File: config.mk
export PLATFORM = sky130hd
export DESIGN_NAME = frost32_mul_div_unit_flat
export DESIGN_NICKNAME = d
export VERILOG_FILES = /design/src/rtl/frost32_mul_div_unit_pkg.sv /design/src/rtl/frost32_mul_div_unit_if.sv /design/src/rtl/frost32_mul_div_unit.sv /design/src/flat_wrapper.sv
export SDC_FILE = /design/constraint.sdc
export NUM_CORES = 1
export LEC_CHECK = 0
export BUFFER_PORTS_ARGS = -buffer_cell sky130_fd_sc_hd__buf_4
export CELL_PAD_IN_SITES_DETAIL_PLACEMENT = 0
export CELL_PAD_IN_SITES_GLOBAL_PLACEMENT = 1
export CORE_MARGIN = 2
export CORE_UTILIZATION = 25
export DETAILED_ROUTE_END_ITERATION = 10
export HOLD_SLACK_MARGIN = 0.03
export PLACE_DENSITY_LB_ADDON = 0.1
export RECOVER_POWER = 25
export REMOVE_ABC_BUFFERS = 1
export SYNTH_ARGS = -nofsm -noshare
export SYNTH_HDL_FRONTEND = slang
export SYNTH_SLANG_ARGS = --single-unit
File: constraint.sdc
create_clock -name clk -period 7.14 [get_ports clk]
set_input_delay 0.357 -clock clk [delete_from_list [all_inputs] [get_ports clk]]
set_output_delay 0.357 -clock clk [all_outputs]
set_load 0.005 [all_outputs]
File: src/rtl/frost32_mul_div_unit_pkg.sv
// Shared types for the Frost32 iterative multiply/divide unit.
// Also carries the mul_div_defines macro MSB_POS__MUL_DIV_OPER.
`ifndef MSB_POS__MUL_DIV_OPER
`define MSB_POS__MUL_DIV_OPER 2
`endif

package frost32_mul_div_unit_pkg;

  typedef enum logic [`MSB_POS__MUL_DIV_OPER:0] {
    MdMul   = 3'd0,
    MdMulhu = 3'd1,
    MdMulhs = 3'd2,
    MdUdiv  = 3'd3,
    MdSdiv  = 3'd4,
    MdUmod  = 3'd5,
    MdSmod  = 3'd6,
    MdRsvd  = 3'd7
  } mul_div_oper_e;

  typedef enum logic [1:0] {
    StIdle   = 2'd0,
    StRun    = 2'd1,
    StFinish = 2'd2
  } mul_div_state_e;

  function automatic logic oper_is_mul(input mul_div_oper_e op);
    return (op == MdMul) || (op == MdMulhu) || (op == MdMulhs);
  endfunction

  function automatic logic oper_is_div(input mul_div_oper_e op);
    return (op == MdUdiv) || (op == MdSdiv) || (op == MdUmod) || (op == MdSmod);
  endfunction

  function automatic logic oper_is_signed(input mul_div_oper_e op);
    return (op == MdMulhs) || (op == MdSdiv) || (op == MdSmod);
  endfunction

endpackage

File: src/rtl/frost32_mul_div_unit_if.sv
// Start/busy/done request bus between the execute stage and the mul/div unit.
interface frost32_mul_div_unit_if
  import frost32_mul_div_unit_pkg::*;
#(
  parameter int DATA_WIDTH = 32
);
  logic                  start;
  mul_div_oper_e         oper;
  logic [DATA_WIDTH-1:0] a;
  logic [DATA_WIDTH-1:0] b;
  logic                  flush;
  logic                  busy;
  logic                  done;
  logic [DATA_WIDTH-1:0] result;
  logic                  div_by_zero;

  modport master (
    output start, oper, a, b, flush,
    input  busy, done, result, div_by_zero
  );

  modport slave (
    input  start, oper, a, b, flush,
    output busy, done, result, div_by_zero
  );
endinterface

File: src/rtl/frost32_mul_div_unit.sv
// Iterative one-bit-per-cycle multiply/divide engine with start/busy/done handshake.
// FROST32_MUL_DIV_EARLY_OUT_EN: trivial operands skip StRun (latency 2).
//
// state    | meaning
// StIdle   | waiting for start; result/div_by_zero hold last value
// StRun    | one shift-add / shift-subtract step per cycle
// StFinish | sign correction, word select, result register and done pulse
module frost32_mul_div_unit
  import frost32_mul_div_unit_pkg::*;
#(
  parameter  int DATA_WIDTH = 32,
  localparam int CNT_WIDTH  = $clog2(DATA_WIDTH)
) (
  input logic                   clk,
  input logic                   rst_n,
  frost32_mul_div_unit_if.slave bus
);

  localparam int W = DATA_WIDTH;

  mul_div_state_e   state;
  mul_div_oper_e    oper_q;
  logic [CNT_WIDTH-1:0] cnt;
  logic             neg_q;
  logic             dz_q;
  logic [W-1:0]     opnd_q;
  // mul: {partial product high, multiplier/low product}; div: {remainder, quotient}
  logic [2*W-1:0]   acc;

  logic             op_signed, sa, sb, neg_in, is_mul_in, is_div_in;
  logic [W-1:0]     abs_a, abs_b;
  logic [W:0]       mul_sum;
  logic [2*W-1:0]   mul_next;
  logic [W:0]       div_shift;
  logic             div_borrow;
  logic [W-1:0]     div_diff;
  logic [2*W-1:0]   div_next;
  logic [2*W-1:0]   prod_fix;
  logic [W-1:0]     quo_fix, rem_fix;
  logic [W-1:0]     result_next;

  function automatic logic [W-1:0] sign_fix(input logic [W-1:0] v, input logic neg);
    return neg ? -v : v;
  endfunction

  always_comb begin
    is_mul_in = oper_is_mul(bus.oper);
    is_div_in = oper_is_div(bus.oper);
    op_signed = oper_is_signed(bus.oper);
    sa        = op_signed & bus.a[W-1];
    sb        = op_signed & bus.b[W-1];
    abs_a     = sa ? -bus.a : bus.a;
    abs_b     = sb ? -bus.b : bus.b;
    case (bus.oper)
      MdMulhs, MdSdiv: neg_in = sa ^ sb;
      MdSmod:          neg_in = sa;
      default:         neg_in = 1'b0;
    endcase
  end

`ifdef FROST32_MUL_DIV_EARLY_OUT_EN
  logic           early_in;
  logic [2*W-1:0] early_acc;

  always_comb begin
    early_in = (bus.b == '0) ||
               ((is_mul_in || is_div_in) && (bus.a == '0));
    // b == 0 divide lands directly on the final quotient/remainder pair
    early_acc = (is_div_in && (bus.b == '0)) ? {abs_a, {W{1'b1}}} : '0;
  end
`endif

  always_comb begin
    mul_sum  = {1'b0, acc[2*W-1:W]} + (acc[0] ? {1'b0, opnd_q} : '0);
    mul_next = {mul_sum, acc[W-1:1]};

    div_shift  = {acc[2*W-1:W], acc[W-1]};
    div_borrow = div_shift < {1'b0, opnd_q};
    div_diff   = div_shift[W-1:0] - opnd_q;
    div_next   = div_borrow ? {div_shift[W-1:0], acc[W-2:0], 1'b0}
                            : {div_diff,          acc[W-2:0], 1'b1};
  end

  always_comb begin
    prod_fix = neg_q ? -acc : acc;
    quo_fix  = sign_fix(acc[W-1:0], neg_q);
    rem_fix  = sign_fix(acc[2*W-1:W], neg_q);
    case (oper_q)
      MdMul:           result_next = prod_fix[W-1:0];
      MdMulhu, MdMulhs: result_next = prod_fix[2*W-1:W];
      MdUdiv, MdSdiv:  result_next = dz_q ? {W{1'b1}} : quo_fix;
      MdUmod, MdSmod:  result_next = rem_fix;
      default:         result_next = '0;
    endcase
  end

  always_ff @(posedge clk or negedge rst_n) begin
    if (!rst_n) begin
      state           <= StIdle;
      oper_q          <= MdMul;
      cnt             <= '0;
      neg_q           <= 1'b0;
      dz_q            <= 1'b0;
      opnd_q          <= '0;
      acc             <= '0;
      bus.busy        <= 1'b0;
      bus.done        <= 1'b0;
      bus.result      <= '0;
      bus.div_by_zero <= 1'b0;
    end else begin
      bus.done <= 1'b0;
      if (bus.flush) begin
        state    <= StIdle;
        bus.busy <= 1'b0;
      end else begin
        case (state)
          StIdle: begin
            if (bus.start) begin
              oper_q   <= bus.oper;
              neg_q    <= neg_in;
              dz_q     <= is_div_in && (bus.b == '0);
              opnd_q   <= is_mul_in ? abs_a : abs_b;
              cnt      <= CNT_WIDTH'(W - 1);
              bus.busy <= 1'b1;
`ifdef FROST32_MUL_DIV_EARLY_OUT_EN
              if (early_in) begin
                state <= StFinish;
                acc   <= early_acc;
              end else
`endif
              begin
                state <= StRun;
                acc   <= {{W{1'b0}}, (is_mul_in ? abs_b : abs_a)};
              end
            end
          end
          StRun: begin
            acc <= oper_is_mul(oper_q) ? mul_next : div_next;
            cnt <= cnt - CNT_WIDTH'(1);
            if (cnt == '0) state <= StFinish;
          end
          StFinish: begin
            bus.result      <= result_next;
            bus.div_by_zero <= dz_q;
            bus.done        <= 1'b1;
            bus.busy        <= 1'b0;
            state           <= StIdle;
          end
          default: begin
            state    <= StIdle;
            bus.busy <= 1'b0;
          end
        endcase
      end
    end
  end

endmodule

File: src/flat_wrapper.sv
// flat-port wrapper written by rule: the top's interface ports become plain ports
module frost32_mul_div_unit_flat import frost32_mul_div_unit_pkg::*;
#(
  parameter  int DATA_WIDTH = 32,
  localparam int CNT_WIDTH  = $clog2(DATA_WIDTH)
)
  (clk, rst_n, bus_start, bus_oper, bus_a, bus_b, bus_flush, bus_busy, bus_done, bus_result, bus_div_by_zero);
  frost32_mul_div_unit_if #(.DATA_WIDTH(DATA_WIDTH)) bus_i ();
  input logic clk;
  input logic rst_n;
  input wire logic [$bits(bus_i.start)-1:0] bus_start;
  input wire logic [$bits(bus_i.oper)-1:0] bus_oper;
  input wire logic [$bits(bus_i.a)-1:0] bus_a;
  input wire logic [$bits(bus_i.b)-1:0] bus_b;
  input wire logic [$bits(bus_i.flush)-1:0] bus_flush;
  output wire logic [$bits(bus_i.busy)-1:0] bus_busy;
  output wire logic [$bits(bus_i.done)-1:0] bus_done;
  output wire logic [$bits(bus_i.result)-1:0] bus_result;
  output wire logic [$bits(bus_i.div_by_zero)-1:0] bus_div_by_zero;
  assign bus_i.start = bus_start;
  assign bus_i.oper = bus_oper;
  assign bus_i.a = bus_a;
  assign bus_i.b = bus_b;
  assign bus_i.flush = bus_flush;
  assign bus_busy = bus_i.busy;
  assign bus_done = bus_i.done;
  assign bus_result = bus_i.result;
  assign bus_div_by_zero = bus_i.div_by_zero;
  frost32_mul_div_unit #(.DATA_WIDTH(DATA_WIDTH)) u_core (.clk(clk), .rst_n(rst_n), .bus(bus_i));
endmodule
; ---- Yosys cells after proc, flatten, opt, wreduce, memory -nomap -nowiden
; Cells that the tools add are included.
[totals]
reg_bits = 143
latchBits = 0
ramBits = 0
rom_bits = 0
in_bits = 71
output_inout_bits = 35
wordCells = 93
n_memories = 0
[classes]
n_addsub = 8
n_mul = 0
div_mod_pow = 0
n_lt_le_gt_ge = 1
eq_ne = 18
shifts = 0
mux = 26
bitwise = 4
n_reduce_logical = 25
[ops]
columns = op, count
row1 = $mux W32, 8
row2 = $mux W64, 4
row3 = $neg A32 Y32, 4
row4 = $pmux W32 S4, 1
row5 = $pmux W64 S2, 1
row6 = $neg A64 Y64, 1
row7 = $add A32 B33 Y33, 1
row8 = $lt A33 B32 Y1, 1
row9 = $logic_not A32 Y1, 1
row10 = $sub A32 B32 Y32, 1
row11 = $eq A3 B3 Y1 const B, 6
row12 = $eq A3 B2 Y1 const B, 4
row13 = $pmux W5 S2, 1
row14 = $logic_or A1 B1 Y1, 9
row15 = $reduce_or A2 Y1, 4
row16 = $eq A3 B1 Y1 const B, 2
row17 = $logic_not A3 Y1, 2
row18 = $mux W2, 3
row19 = $reduce_and A2 Y1, 3
row20 = $reduce_and A3 Y1, 2
row21 = $logic_not A5 Y1, 1
row22 = $mux W5, 1
row23 = $sub A5 B1 Y5 const B, 1
row24 = $mux W1, 4
row25 = other kinds (13), 16

; ---- Depth between registers and ports, before layout
[depth]
word_depth = 8
depth_mapped = 15
mapped_depth_nobuf = 14

; ---- Worst setup path after synthesis
; No wires, ideal clock.
[synth_timing]
path_kind = register -> register
start = reg u_core.acc[0]
end = reg u_core.acc[61]
setup_ps = 134
t_arrival_ps = 3444
required_time_ps = 7006
setup_slack_ps = 3562
stages_incl_launch_ff = 15
n_path_buf = 1
period_less_slack_ps = 3578
path_cell_list = dfrtp_1 > clkinv_1 > clkbuf_1 > nor2_1 > ha_1 > o21a_1 > o21ai_0 > a211oi_1 > o21a_1 > a221o_1 > a2111oi_0 > o21ai_0 > xor2_1 > a22oi_1 > o21ai_0
[synth_via]
elab_chain_cells = 4
[synth_lines]
columns = element, line
row1 = from (decl), frost32_mul_div_unit.sv:28  ; logic [2*W-1:0] acc;
row2 = from (signal assigned), frost32_mul_div_unit.sv:133  ; acc <= {{W{1'b0}}, (is_mul_in ? abs_b : abs_a)};
row3 = from (signal assigned), frost32_mul_div_unit.sv:138  ; acc <= oper_is_mul(oper_q) ? mul_next : div_next;
row4 = $mux W32, frost32_mul_div_unit.sv:74  ; mul_sum = {1'b0, acc[2*W-1:W]} + (acc[0] ? {1'b0, opnd_q} : '0);
row5 = $add A32 B33 Y33, frost32_mul_div_unit.sv:74
row6 = $mux W64, frost32_mul_div_unit.sv:138
row7 = $pmux W64 S2, frost32_mul_div_unit.sv:116  ; case (state)
; No other way between the ends.
; A chain may end at the register's enable or synchronous reset.

; ---- Worst setup path in the final report
[layout_timing]
start = reg u_core.acc[33]
end = reg u_core.bus.result[28]
[layout_via]
elab_chain_cells = 3
elab_cells_between_ends = 5
classes_between = 2 x add/sub / 3 x mux
[layout_lines]
columns = element, line
row1 = $neg A64 Y64 or $neg A32 Y32 (tied branches), "frost32_mul_div_unit.sv:85, frost32_mul_div_unit.sv:43"
row2 = $mux W64 or $mux W32 (tied branches), "frost32_mul_div_unit.sv:85, frost32_mul_div_unit.sv:43"
row3 = $pmux W32 S4 *, frost32_mul_div_unit.sv:88  ; case (oper_q)
row4 = to (signal assigned), frost32_mul_div_unit.sv:143  ; bus.result <= result_next;
row5 = to (decl), frost32_mul_div_unit_if.sv:24  ; output busy, done, result, div_by_zero
; Mark *: on every way between the ends. The rest lies on a longest branch, timed or not.

==> qor.yml <==
sta:
  fin_setup_tns_ps: 0
  relSlewSlack: 0.193
  hold_viol_final: 0
  finClkSkew_ps: 11.4
  fmax_ghz: 0.232
  slew_viol_final: 0
  tightest_slew_ps: 1210
  fin_crit_sh: 0.603
  finalSetupViolations: 0
  fin_crit_ps: 4310
  rsz0062_at_grt: "no"
critical_path:
  end_kind: "flop"
  start_kind: "flop"
  required_ps: 7480
  r2r_slack_ps: 2830
  cp_max_fo: 6
  path_cells: "inv_1 > ha_1 > nor4b_1 > nand4b_1 > nor2_1 > nand2_1 > or3_1 > or3_1 > or4_1 > a21oi_1 > nor4_1 > a211o_2"
  path_common_cell: "or3_1"
  cp_slowest_cell: "nor4b_1"
  max_stage_delay_ps: 800
  critPathKind: "flop to flop"
  worstPathArrival_ps: 4650
die:
  chipWidth_um: 238
  die_height_um: 238
  die-area_mm2: 0.0566
  floorplan.initialDensity: 0.254
  core_mm2: 0.0539
  ios: 106
  rows: 85
clock_network:
  cts_num_sinks: 143
  cts_tree: "yes"
  clock_latency_ps: 460
  cts_buffers: 17
  max-clock-path-buffers: 2
  htreeDepth: 4
  clkTransAtPathRegs_ps: 70
  cts_root_buffer: "clkbuf_16"
  cts_resized: 0
power:
  p_leak_nw: 6.83
  power_per_cell_area_mw_per_mm2: 304
  peakVddDrop_v: 0.000148
routing:
  first_iter_violations: 802
  vias_per_cell: 5.16
  firstDrtPassIters: 5
  drc: 0
  wire_per_inst_um: 21.3
  final_antenna_net_count: 0
  totalWireLength_mm: 55.2
  vias: 13400
synth:
  synth.distinct_cells: 67
  ys.warnings.count: 0
  ys_ff_latch: 143
  syn_avg_cell_area_um2: 7.38
  syn_inst: 1852
  synth_edf_count: 0
  ys_seq_area_frac: 0.262
  async_flop_share: 1.00
  syn_area_mm2: 0.0137
  synthFlopType: "dfrtp_1"
finish:
  drive_gt1_frac: 0.102
  syn_to_final_growth_pct: 14.6
  nets: 2023
  fin_util: 0.291
  antenna_cells: 0
grt:
  grt_pass1_vias: 13100
  overflow: 0
  antenna_found_initial: 0
  grt_max_degree: 92
  grt_usage: 0.196
  grt_pass1_wl_mm: 84.0
job:
  cap_violations: 0
run_status:
  outcome: "finished clean"
placement:
  gp_congestion: 0.847
  place.detailed.hpwl_mm: 42.1
  io_buffers: 105
min_path:
  min_path_type: "input pin to flop"
cell usage after synthesis, types with 7 or more instances:
| cell | count | area share |
|---|---|---|
| a211oi_1 | 10 | 0.0055 |
| a21o_1 | 32 | 0.018 |
| a21oi_1 | 213 | 0.078 |
| a221o_1 | 10 | 0.0073 |
| a221oi_1 | 8 | 0.0051 |
| a22oi_1 | 27 | 0.015 |
| a31oi_1 | 18 | 0.0082 |
| and2_1 | 8 | 0.0037 |
| and3_1 | 13 | 0.0059 |
| clkbuf_1 | 108 | 0.030 |
| dfrtp_1 | 143 | 0.26 |
| ha_1 | 70 | 0.064 |
| inv_1 | 61 | 0.017 |
| mux2_2 | 7 | 0.0058 |
| mux2i_1 | 15 | 0.011 |
| nand2_1 | 261 | 0.072 |
| nand2b_1 | 7 | 0.0032 |
| nand3_1 | 22 | 0.0081 |
| nand4_1 | 7 | 0.0032 |
| nor2_1 | 180 | 0.049 |
| nor2b_1 | 12 | 0.0055 |
| nor3_1 | 23 | 0.0084 |
| nor4_1 | 17 | 0.0078 |
| o211ai_1 | 7 | 0.0038 |
| o21a_1 | 8 | 0.0044 |
| o21ai_0 | 197 | 0.072 |
| o21bai_1 | 12 | 0.0066 |
| o221ai_1 | 19 | 0.012 |
| o31ai_1 | 27 | 0.015 |
| o41ai_1 | 15 | 0.0096 |
| or3_1 | 22 | 0.010 |
| or4_1 | 17 | 0.0093 |
| xnor2_1 | 71 | 0.045 |
| xor2_1 | 126 | 0.081 |
area by class of cell:
cell class	instances	area, um2
clock inverter	13	140
inverter	62	233
sequential	143	3580
fill	5795	38300
clock buffer	19	443
multi-input combinational	1530	9450
tap	696	871
timing repair buffer	126	952
worst max-delay path, delay by kind of cell, from the launching register on:
kind / cells / cell delay (ps)
fa+ha+maj: 1 / 240
simple gates: 8 / 2820
compound gates: 2 / 470
flops: 1 / 470
buf+inv: 1 / 190
cells by family (layout without fill, tap and decap cells):
logic type,after synthesis,in the layout,synth area share
AOI/OAI and AO/OA,628,628,0.278
and+or+nand+nor,611,611,0.200
xor gates and xnor gates,197,197,0.126
buffers and inverters,179,220,0.0507
DFF,143,143,0.262
adders and majority gates,72,72,0.0670
muxes,22,22,0.0167
worst paths after layout:
| kind | to | from | cells past startpoint |
|---|---|---|---|
| max in group asynchronous | u_core.neg_q | rst_n | 3 |
| min reg2reg | u_core.opnd_q[9] | u_core.opnd_q[9] | 2 |
| max reg2reg | u_core.bus.result[28] | u_core.acc[33] | 12 |
| max | u_core.bus.result[28] | u_core.acc[33] | 12 |
| min in group asynchronous | u_core.opnd_q[6] | rst_n | 2 |
| min | u_core.dz_q | bus_b[31] | 2 |
layout by cell type (no fill, tap or decap), drive strengths merged, types with 19 or more instances in the layout:
master,instances
o221ai,19
xnor2,71
o21ai,198
nand2,261
a21oi,213
xor2,126
or4,23
inv,62
o31ai,27
buf,125
nor3,23
nor2,180
a22oi,27
a21o,32
dfrtp,143
ha,70
or3,23
clkbuf,19
nand3,22
per-layer routing:
layer	GRT usage	share of wire	routed length [um]
met1	0.275	0.49	27300
met2	0.322	0.46	25600
met3	0.0179	0.025	1400
met4	0.0490	0.015	819
met5	0	0	0
power by group:
part           leakage (nW)  internal, mW  switching [mW]
clock                 0.275         0.524           0.412
combinational          4.70         0.961            1.60
sequential             1.85         0.948           0.309
metrics by stage:
step           cell area [um2]  power (mW)  cells  hold WS [ps]  setup WS, ps
4_1_cts                  15700        4.79   2589           105          2850
5_1_grt                  15700        5.14   2589           135          2500
3_3_place_gp             15100        3.84   2556           461          2880
2_1_floorplan            13200        2.97   1735          61.4          1070
6_report                 15700        4.76   2589           138          2830
3_5_place_dp             15100        3.81   2556           472          2870
what timing repair did:
action,CTS,global route
hold endpoints to repair,4,0
setup buffers,0,0
hold buffers,1,0
setup endpoints to repair,0,0
sequential cells by signal, summed over array words and instances (netlist names):
name / flops
u_core.dz_q: 1
u_core.neg_q: 1
u_core.oper_q: 3
u_core.bus.div_by_zero: 1
u_core.acc: 64
u_core.state: 2
u_core.bus.busy: 1
u_core.cnt: 5
u_core.bus.result: 32
u_core.opnd_q: 32
u_core.bus.done: 1
No activity file was read; power rests on OpenSTA's default activity.
